## config.mk

```make
export PLATFORM = sky130hd
export DESIGN_NAME = scene_renderer
export DESIGN_NICKNAME = d
export VERILOG_FILES = /design/src/rtl/scene_renderer.sv
export SDC_FILE = /design/constraint.sdc
export NUM_CORES = 1
export LEC_CHECK = 0
export CORE_MARGIN = 4
export CORE_UTILIZATION = 54
export DETAILED_ROUTE_END_ITERATION = 8
export PLACE_DENSITY = 0.93
export SKIP_LAST_GASP = 1
export SYNTH_ARGS = -nofsm -noshare
export SYNTH_HDL_FRONTEND = slang
export SYNTH_SLANG_ARGS = --single-unit
```

## constraint.sdc

```tcl
create_clock -name clk -period 4.4 [get_ports clk]
set_input_delay 0.44 -clock clk [delete_from_list [all_inputs] [get_ports clk]]
set_output_delay 0.44 -clock clk [all_outputs]
set_load 0.005 [all_outputs]
```

## src/rtl/scene_renderer.sv

```systemverilog
// Pixel source for the 800x600 SVGA output stage: ball, paddle, brick grid and background.
// Object state lives in frame-shadowed registers. Define SCENE_RENDERER_BORDER_EN to add an 8 px border.
module scene_renderer #(
   parameter int unsigned BRICK_ROWS   = 8,
   parameter int unsigned BRICK_TOP    = 40,
   parameter int unsigned BRICK_W      = 50,
   parameter int unsigned BRICK_H      = 20,
   parameter int unsigned PADDLE_W     = 80,
   parameter int unsigned PADDLE_Y     = 560,
   parameter int unsigned BALL_SIZE    = 8,
   parameter logic [7:0]  BG_COLOR     = 8'h00,
   parameter logic [7:0]  PADDLE_COLOR = 8'hFF,
   parameter logic [7:0]  BALL_COLOR   = 8'hFC,
   parameter logic [7:0]  BORDER_COLOR = 8'h92,
   parameter int unsigned LINE_END     = 1056,
   parameter int unsigned FRAME_END    = 628,
   parameter int unsigned VIS_X        = 800,
   parameter int unsigned VIS_Y        = 600
) (
   input  logic                       clk,
   input  logic                       rst_n,
   input  logic [10:0]                x_pixel_i,
   input  logic [9:0]                 y_pixel_i,
   input  logic                       frame_start_i,
   input  logic [9:0]                 paddle_x_i,
   input  logic [9:0]                 ball_x_i,
   input  logic [9:0]                 ball_y_i,
   input  logic [BRICK_ROWS*16-1:0]   bricks_i,
   input  logic                       commit_i,
   output logic                       pending_o,
   output logic                       applied_o,
   output logic [7:0]                 color_o
);

   localparam int unsigned X_W      = 11;
   localparam int unsigned Y_W      = 10;
   localparam int unsigned NB       = BRICK_ROWS * 16;
   localparam int unsigned IDX_W    = $clog2(NB);
   localparam int unsigned CNT_W    = 8;
   localparam int unsigned PADDLE_H = 10;
   localparam int unsigned BORDER_W = 8;

   localparam logic [0:0] ST_IDLE = 1'b0;
   localparam logic [0:0] ST_WAIT = 1'b1;

   logic [0:0]       state_q, state_d;
   logic             pending_q, pending_d;
   logic             applied_q, applied_d;
   logic             shadow_load;
   logic [7:0]       color_q, color_d;

   logic [9:0]       paddle_x_q, paddle_x_d;
   logic [9:0]       ball_x_q, ball_x_d;
   logic [9:0]       ball_y_q, ball_y_d;
   logic [NB-1:0]    bricks_q, bricks_d;

   logic [CNT_W-1:0] col_q, col_d;
   logic [CNT_W-1:0] xoff_q, xoff_d;
   logic [CNT_W-1:0] row_q, row_d;
   logic [CNT_W-1:0] yoff_q, yoff_d;

   logic             line_wrap;
   logic [X_W-1:0]   nx;
   logic [Y_W-1:0]   ny;
   logic [X_W-1:0]   ny_ext;
   logic             visible;
   logic             ball_hit;
   logic             paddle_hit;
   logic             in_band;
   logic [IDX_W-1:0] brick_idx;
   logic             brick_hit;
   logic [7:0]       brick_color;
   logic             border_hit;

   // Lookahead: the pixel the output stage will show next cycle
   always_comb begin
      line_wrap = (x_pixel_i == X_W'(LINE_END - 1));
      nx        = x_pixel_i + X_W'(1);
      ny        = y_pixel_i;
      if (line_wrap) begin
         nx = '0;
         ny = (y_pixel_i == Y_W'(FRAME_END - 1)) ? '0 : y_pixel_i + Y_W'(1);
      end
   end

   // Brick column/row tracking; relies on the output stage counting pixels one at a time
   always_comb begin
      col_d  = col_q;
      xoff_d = xoff_q;
      row_d  = row_q;
      yoff_d = yoff_q;
      if (line_wrap) begin
         col_d  = '0;
         xoff_d = '0;
         if (ny == Y_W'(BRICK_TOP)) begin
            row_d  = '0;
            yoff_d = '0;
         end else if (yoff_q == CNT_W'(BRICK_H - 1)) begin
            row_d  = row_q + CNT_W'(1);
            yoff_d = '0;
         end else begin
            yoff_d = yoff_q + CNT_W'(1);
         end
      end else if (xoff_q == CNT_W'(BRICK_W - 1)) begin
         col_d  = col_q + CNT_W'(1);
         xoff_d = '0;
      end else begin
         xoff_d = xoff_q + CNT_W'(1);
      end
   end

   // Object hit tests on the lookahead pixel; sums are 11 bits so nothing wraps
   always_comb begin
      ny_ext     = {1'b0, ny};
      visible    = (nx < X_W'(VIS_X)) && (ny < Y_W'(VIS_Y));
      ball_hit   = (nx >= {1'b0, ball_x_q}) && (nx < ({1'b0, ball_x_q} + X_W'(BALL_SIZE))) &&
                   (ny_ext >= {1'b0, ball_y_q}) && (ny_ext < ({1'b0, ball_y_q} + X_W'(BALL_SIZE)));
      paddle_hit = (nx >= {1'b0, paddle_x_q}) && (nx < ({1'b0, paddle_x_q} + X_W'(PADDLE_W))) &&
                   (ny >= Y_W'(PADDLE_Y)) && (ny < Y_W'(PADDLE_Y + PADDLE_H));
      in_band    = (ny >= Y_W'(BRICK_TOP)) && (ny < Y_W'(BRICK_TOP + BRICK_ROWS * BRICK_H));
      brick_idx  = IDX_W'({row_d, col_d[3:0]});
      brick_hit  = in_band && bricks_q[brick_idx] &&
                   (xoff_d < CNT_W'(BRICK_W - 2)) && (yoff_d < CNT_W'(BRICK_H - 2));
      brick_color = {row_d[2:0], 3'b111 - row_d[2:0], 2'b10};
   end

`ifdef SCENE_RENDERER_BORDER_EN
   assign border_hit = (nx < X_W'(BORDER_W)) || (nx >= X_W'(VIS_X - BORDER_W)) ||
                       (ny < Y_W'(BORDER_W));
`else
   assign border_hit = 1'b0;
`endif

   // Layer priority: ball > paddle > brick > border > background
   always_comb begin
      color_d = BG_COLOR;
      if (!visible) begin
         color_d = '0;
      end else if (ball_hit) begin
         color_d = BALL_COLOR;
      end else if (paddle_hit) begin
         color_d = PADDLE_COLOR;
      end else if (brick_hit) begin
         color_d = brick_color;
      end else if (border_hit) begin
         color_d = BORDER_COLOR;
      end
   end

   // Commit handshake: staged inputs are taken at the frame boundary, never mid-frame
   always_comb begin
      state_d     = state_q;
      pending_d   = pending_q;
      applied_d   = 1'b0;
      shadow_load = 1'b0;
      case (state_q)
         ST_IDLE: begin
            if (commit_i && frame_start_i) begin
               shadow_load = 1'b1;
               applied_d   = 1'b1;
            end else if (commit_i) begin
               state_d   = ST_WAIT;
               pending_d = 1'b1;
            end
         end
         ST_WAIT: begin
            if (frame_start_i) begin
               shadow_load = 1'b1;
               applied_d   = 1'b1;
               pending_d   = 1'b0;
               state_d     = ST_IDLE;
            end
         end
         default: begin
            state_d   = ST_IDLE;
            pending_d = 1'b0;
         end
      endcase
   end

   always_comb begin
      paddle_x_d = shadow_load ? paddle_x_i : paddle_x_q;
      ball_x_d   = shadow_load ? ball_x_i   : ball_x_q;
      ball_y_d   = shadow_load ? ball_y_i   : ball_y_q;
      bricks_d   = shadow_load ? bricks_i   : bricks_q;
   end

   always_ff @(posedge clk or negedge rst_n) begin
      if (!rst_n) begin
         state_q    <= ST_IDLE;
         pending_q  <= 1'b0;
         applied_q  <= 1'b0;
         color_q    <= '0;
         paddle_x_q <= 10'd360;
         ball_x_q   <= 10'd396;
         ball_y_q   <= 10'd400;
         bricks_q   <= '1;
         col_q      <= '0;
         xoff_q     <= '0;
         row_q      <= '0;
         yoff_q     <= '0;
      end else begin
         state_q    <= state_d;
         pending_q  <= pending_d;
         applied_q  <= applied_d;
         color_q    <= color_d;
         paddle_x_q <= paddle_x_d;
         ball_x_q   <= ball_x_d;
         ball_y_q   <= ball_y_d;
         bricks_q   <= bricks_d;
         col_q      <= col_d;
         xoff_q     <= xoff_d;
         row_q      <= row_d;
         yoff_q     <= yoff_d;
      end
   end

   assign pending_o = pending_q;
   assign applied_o = applied_q;
   assign color_o   = color_q;

endmodule

```

==> results.sh <==
export IMPL_final_util=0.7053
export IMPL_r2r_start="xoff_q[1]"
export IMPL_place_gp_congestion=0.9283
export IMPL_regToRegSetupSlack_ns=0.37
export IMPL_cts_root_buffer="clkbuf_16"
export IMPL_io_buffers=192
export IMPL_yosysTopAreaCell="dfstp_2"
export IMPL_slew_headroom=0.2922
export IMPL_leakage_nw=6.025
export IMPL_cts_buffers=17
export IMPL_die_area_um2=23510
export IMPL_hold_class="input port to asynchronous set/reset pin"
export IMPL_wl_per_cell_um=19.56
export IMPL_ys_ff_latch=192
export IMPL_crit_start="y_pixel_i[1]"
export IMPL_grt_overflow_total=0
export IMPL_yosysTopAreaCellShare=0.3202
export IMPL_die_x_um=153.3
export IMPL_synthTopCellsByCount="143 x mux2_2, 139 x dfstp_2, 76 x nand2_1, 67 x o21ai_0, 62 x ha_1"
export IMPL_worstMarginPinSlew_ns=1.059
export IMPL_hold_viol=0
export IMPL_finalPower_mw=6.050
export IMPL_power_density_nw_per_um2=418.6
export IMPL_avgSynthCellArea_um2=10.86
export IMPL_drt_met1_wl_mm=12.29
export IMPL_synth_area_um2=11400
export IMPL_start_util=0.5565
export IMPL_dp_slack_ns=-0.006089
export IMPL_hold_ws_ns=0.02030
export IMPL_cts_resized=0
export IMPL_dr_max_layer_used="met5"
export IMPL_postCtsSetupBuffers=0
export IMPL_area_growth_pct=26.74
export IMPL_dp_hpwl_mm=22.51
export IMPL_grtUsageTotal=0.2534
export IMPL_fin_crit_ns=4.045
export IMPL_synth_most_common_cell="mux2_2"
export IMPL_io_pin_count=193
export IMPL_worstRegToRegCells=14
export IMPL_synth_cell_types=78
export IMPL_initialDrtViolationCount=564
export IMPL_grt_pass1_wl_mm=48.47
export IMPL_synthArstFlopShare=1.000
export IMPL_drcViolationCount=0
export IMPL_fin_skew_ns=0.01553
export IMPL_rr_endpoint="color_o[6]"
export IMPL_crit_fanout=5
export IMPL_cts_tree="built"
export IMPL_endpoint="color_o[1]"
export IMPL_ys_flop_type="dfstp_2"
export IMPL_finalSetupViolations=0
export IMPL_crit_type="input port to flop"
export IMPL_synth_warnings=0
export IMPL_maxSlewViolCount=0
export IMPL_htree_num_levels=4
export IMPL_crit_path_start_kind="input port"
export IMPL_status="finished, final reports clean"
export IMPL_grt_max_degree=92
export IMPL_rows=52
export IMPL_synthTopCellsByArea="dfstp_2 32%, mux2_2 14%, dfrtp_1 12%, ha_1 6.8%, mux2i_1 3.1%"
export IMPL_cts_num_sinks=192
export IMPL_antenna_found_initial=1
export IMPL_fin_crit_sh=0.9193
export IMPL_rsz0062_at_grt="no"
export IMPL_path_clk_slew_ns=0.09
export IMPL_vias=8977
export IMPL_totalWireLength_mm=29.96
export IMPL_final_cell_count_no_fill=1532
export IMPL_max_freq_mhz=247.2
export IMPL_cp_arrival_ns=4.38
export IMPL_die_h_um=153.3
export IMPL_maxCapViolCount=0
export IMPL_via_per_inst=5.860
export IMPL_grt_pass1_vias=9590
export IMPL_wl_met2_mm=14.99
export IMPL_clk_latency_ns=0.44
export IMPL_synth_cells=1050
export IMPL_core_area_um2=20490
export IMPL_synth_edf_count=0
export IMPL_cts_path_max_buffers=2
export IMPL_cts_hold_buf=0
export IMPL_cp_required_ns=4.73
export IMPL_diodes=0
export IMPL_first_pass_iters=7
export IMPL_wl_met3_mm=1.946
export IMPL_nets=1494
export IMPL_ant_nets=0
export IMPL_drive_gt1_frac=0.3019
export IMPL_placed_cells=1499
export IMPL_endpoint_kind="flop"
export IMPL_synth_seq_area_share=0.4365
export IMPL_fin_ws_ns=0.3550
export IMPL_syn_num_nets=1295
export IMPL_vdd_drop_max_mv=0.2558
## placed cells by master (no fill, tap or decap), types with 35 or more instances in the layout
cell type,n
clkdlybuf4s50_1,191
mux2_2,143
o21ai_0,67
inv_1,51
dfrtp_1,53
nor2_1,39
mux2i_1,35
dfstp_2,139
nand2_1,76
ha_1,62
## registers in the layout (all words and copies together) (netlist names)
signal / flops
applied_o: 1
row_q: 3
ball_x_q: 10
state_q: 1
color_o: 8
col_q: 4
yoff_q: 8
xoff_q: 8
pending_o: 1
ball_y_q: 10
bricks_q: 128
paddle_x_q: 10
## worst min-delay path by stage
stage	start	endpoint
2_1_floorplan	rst_n	applied_o
3_3_place_gp	state_q	pending_o
3_5_place_dp	state_q	pending_o
4_1_cts	rst_n	pending_o
5_1_grt	rst_n	pending_o
6_report	rst_n	pending_o
## metrics by stage
stage,setup TNS (ns),instance area (um^2)
after floorplan,0,11400
after global placement,-0.01547,13820
after detailed placement,-0.006089,13820
after CTS,0,14450
after global routing,0,14450
final,0,14450
## worst max-delay path: stages
cell,delay [ns]
clkdlybuf4s50_1,0.53
ha_1,0.18
nor4b_1,0.37
and3_1,0.36
nor2_1,0.10
a22o_1,0.20
ha_1,0.28
nor2b_1,0.13
o21ai_0,0.25
a21oi_1,0.12
o21a_1,0.18
o21a_1,0.16
o211ai_1,0.16
a211o_1,0.15
o211a_1,0.14
o311ai_0,0.12
buf_4,0.18
nor3b_1,0.14
nand2b_1,0.16
## where the power goes
part           internal (mW)  total, mW  switching, mW
Combinational           1.02       2.06           1.05
Sequential              2.17       2.37          0.201
Clock                  0.788       1.61          0.827
Total                   3.98       6.05           2.07
## final cells by class
type,count,area [um^2]
Fill cell,1469,6041
Tap cell,270,337.8
Inverter,52,195.2
Multi-Input combinational cell,758,6047
Clock buffer,17,425.4
Sequential cell,192,4979
Clock inverter,15,201.4
Timing Repair Buffer,228,2268
## layer usage
metal,up-vias,global-route usage
met3,62,0.06418
li1,4212,-
met1,4377,0.3092
met2,324,0.4454
met5,-,0
met4,2,0.07128
## cell families after synthesis
group                    synth area share
flip-flops                         0.4365
buffers and inverters             0.03631
XOR/XNOR                          0.02984
AND/OR/NAND/NOR                    0.1110
multiplexers                       0.1897
adder cells (fa/ha/maj)           0.06802
AO/OA/AOI/OAI                      0.1286
No activity file was read; power rests on OpenSTA's default activity.
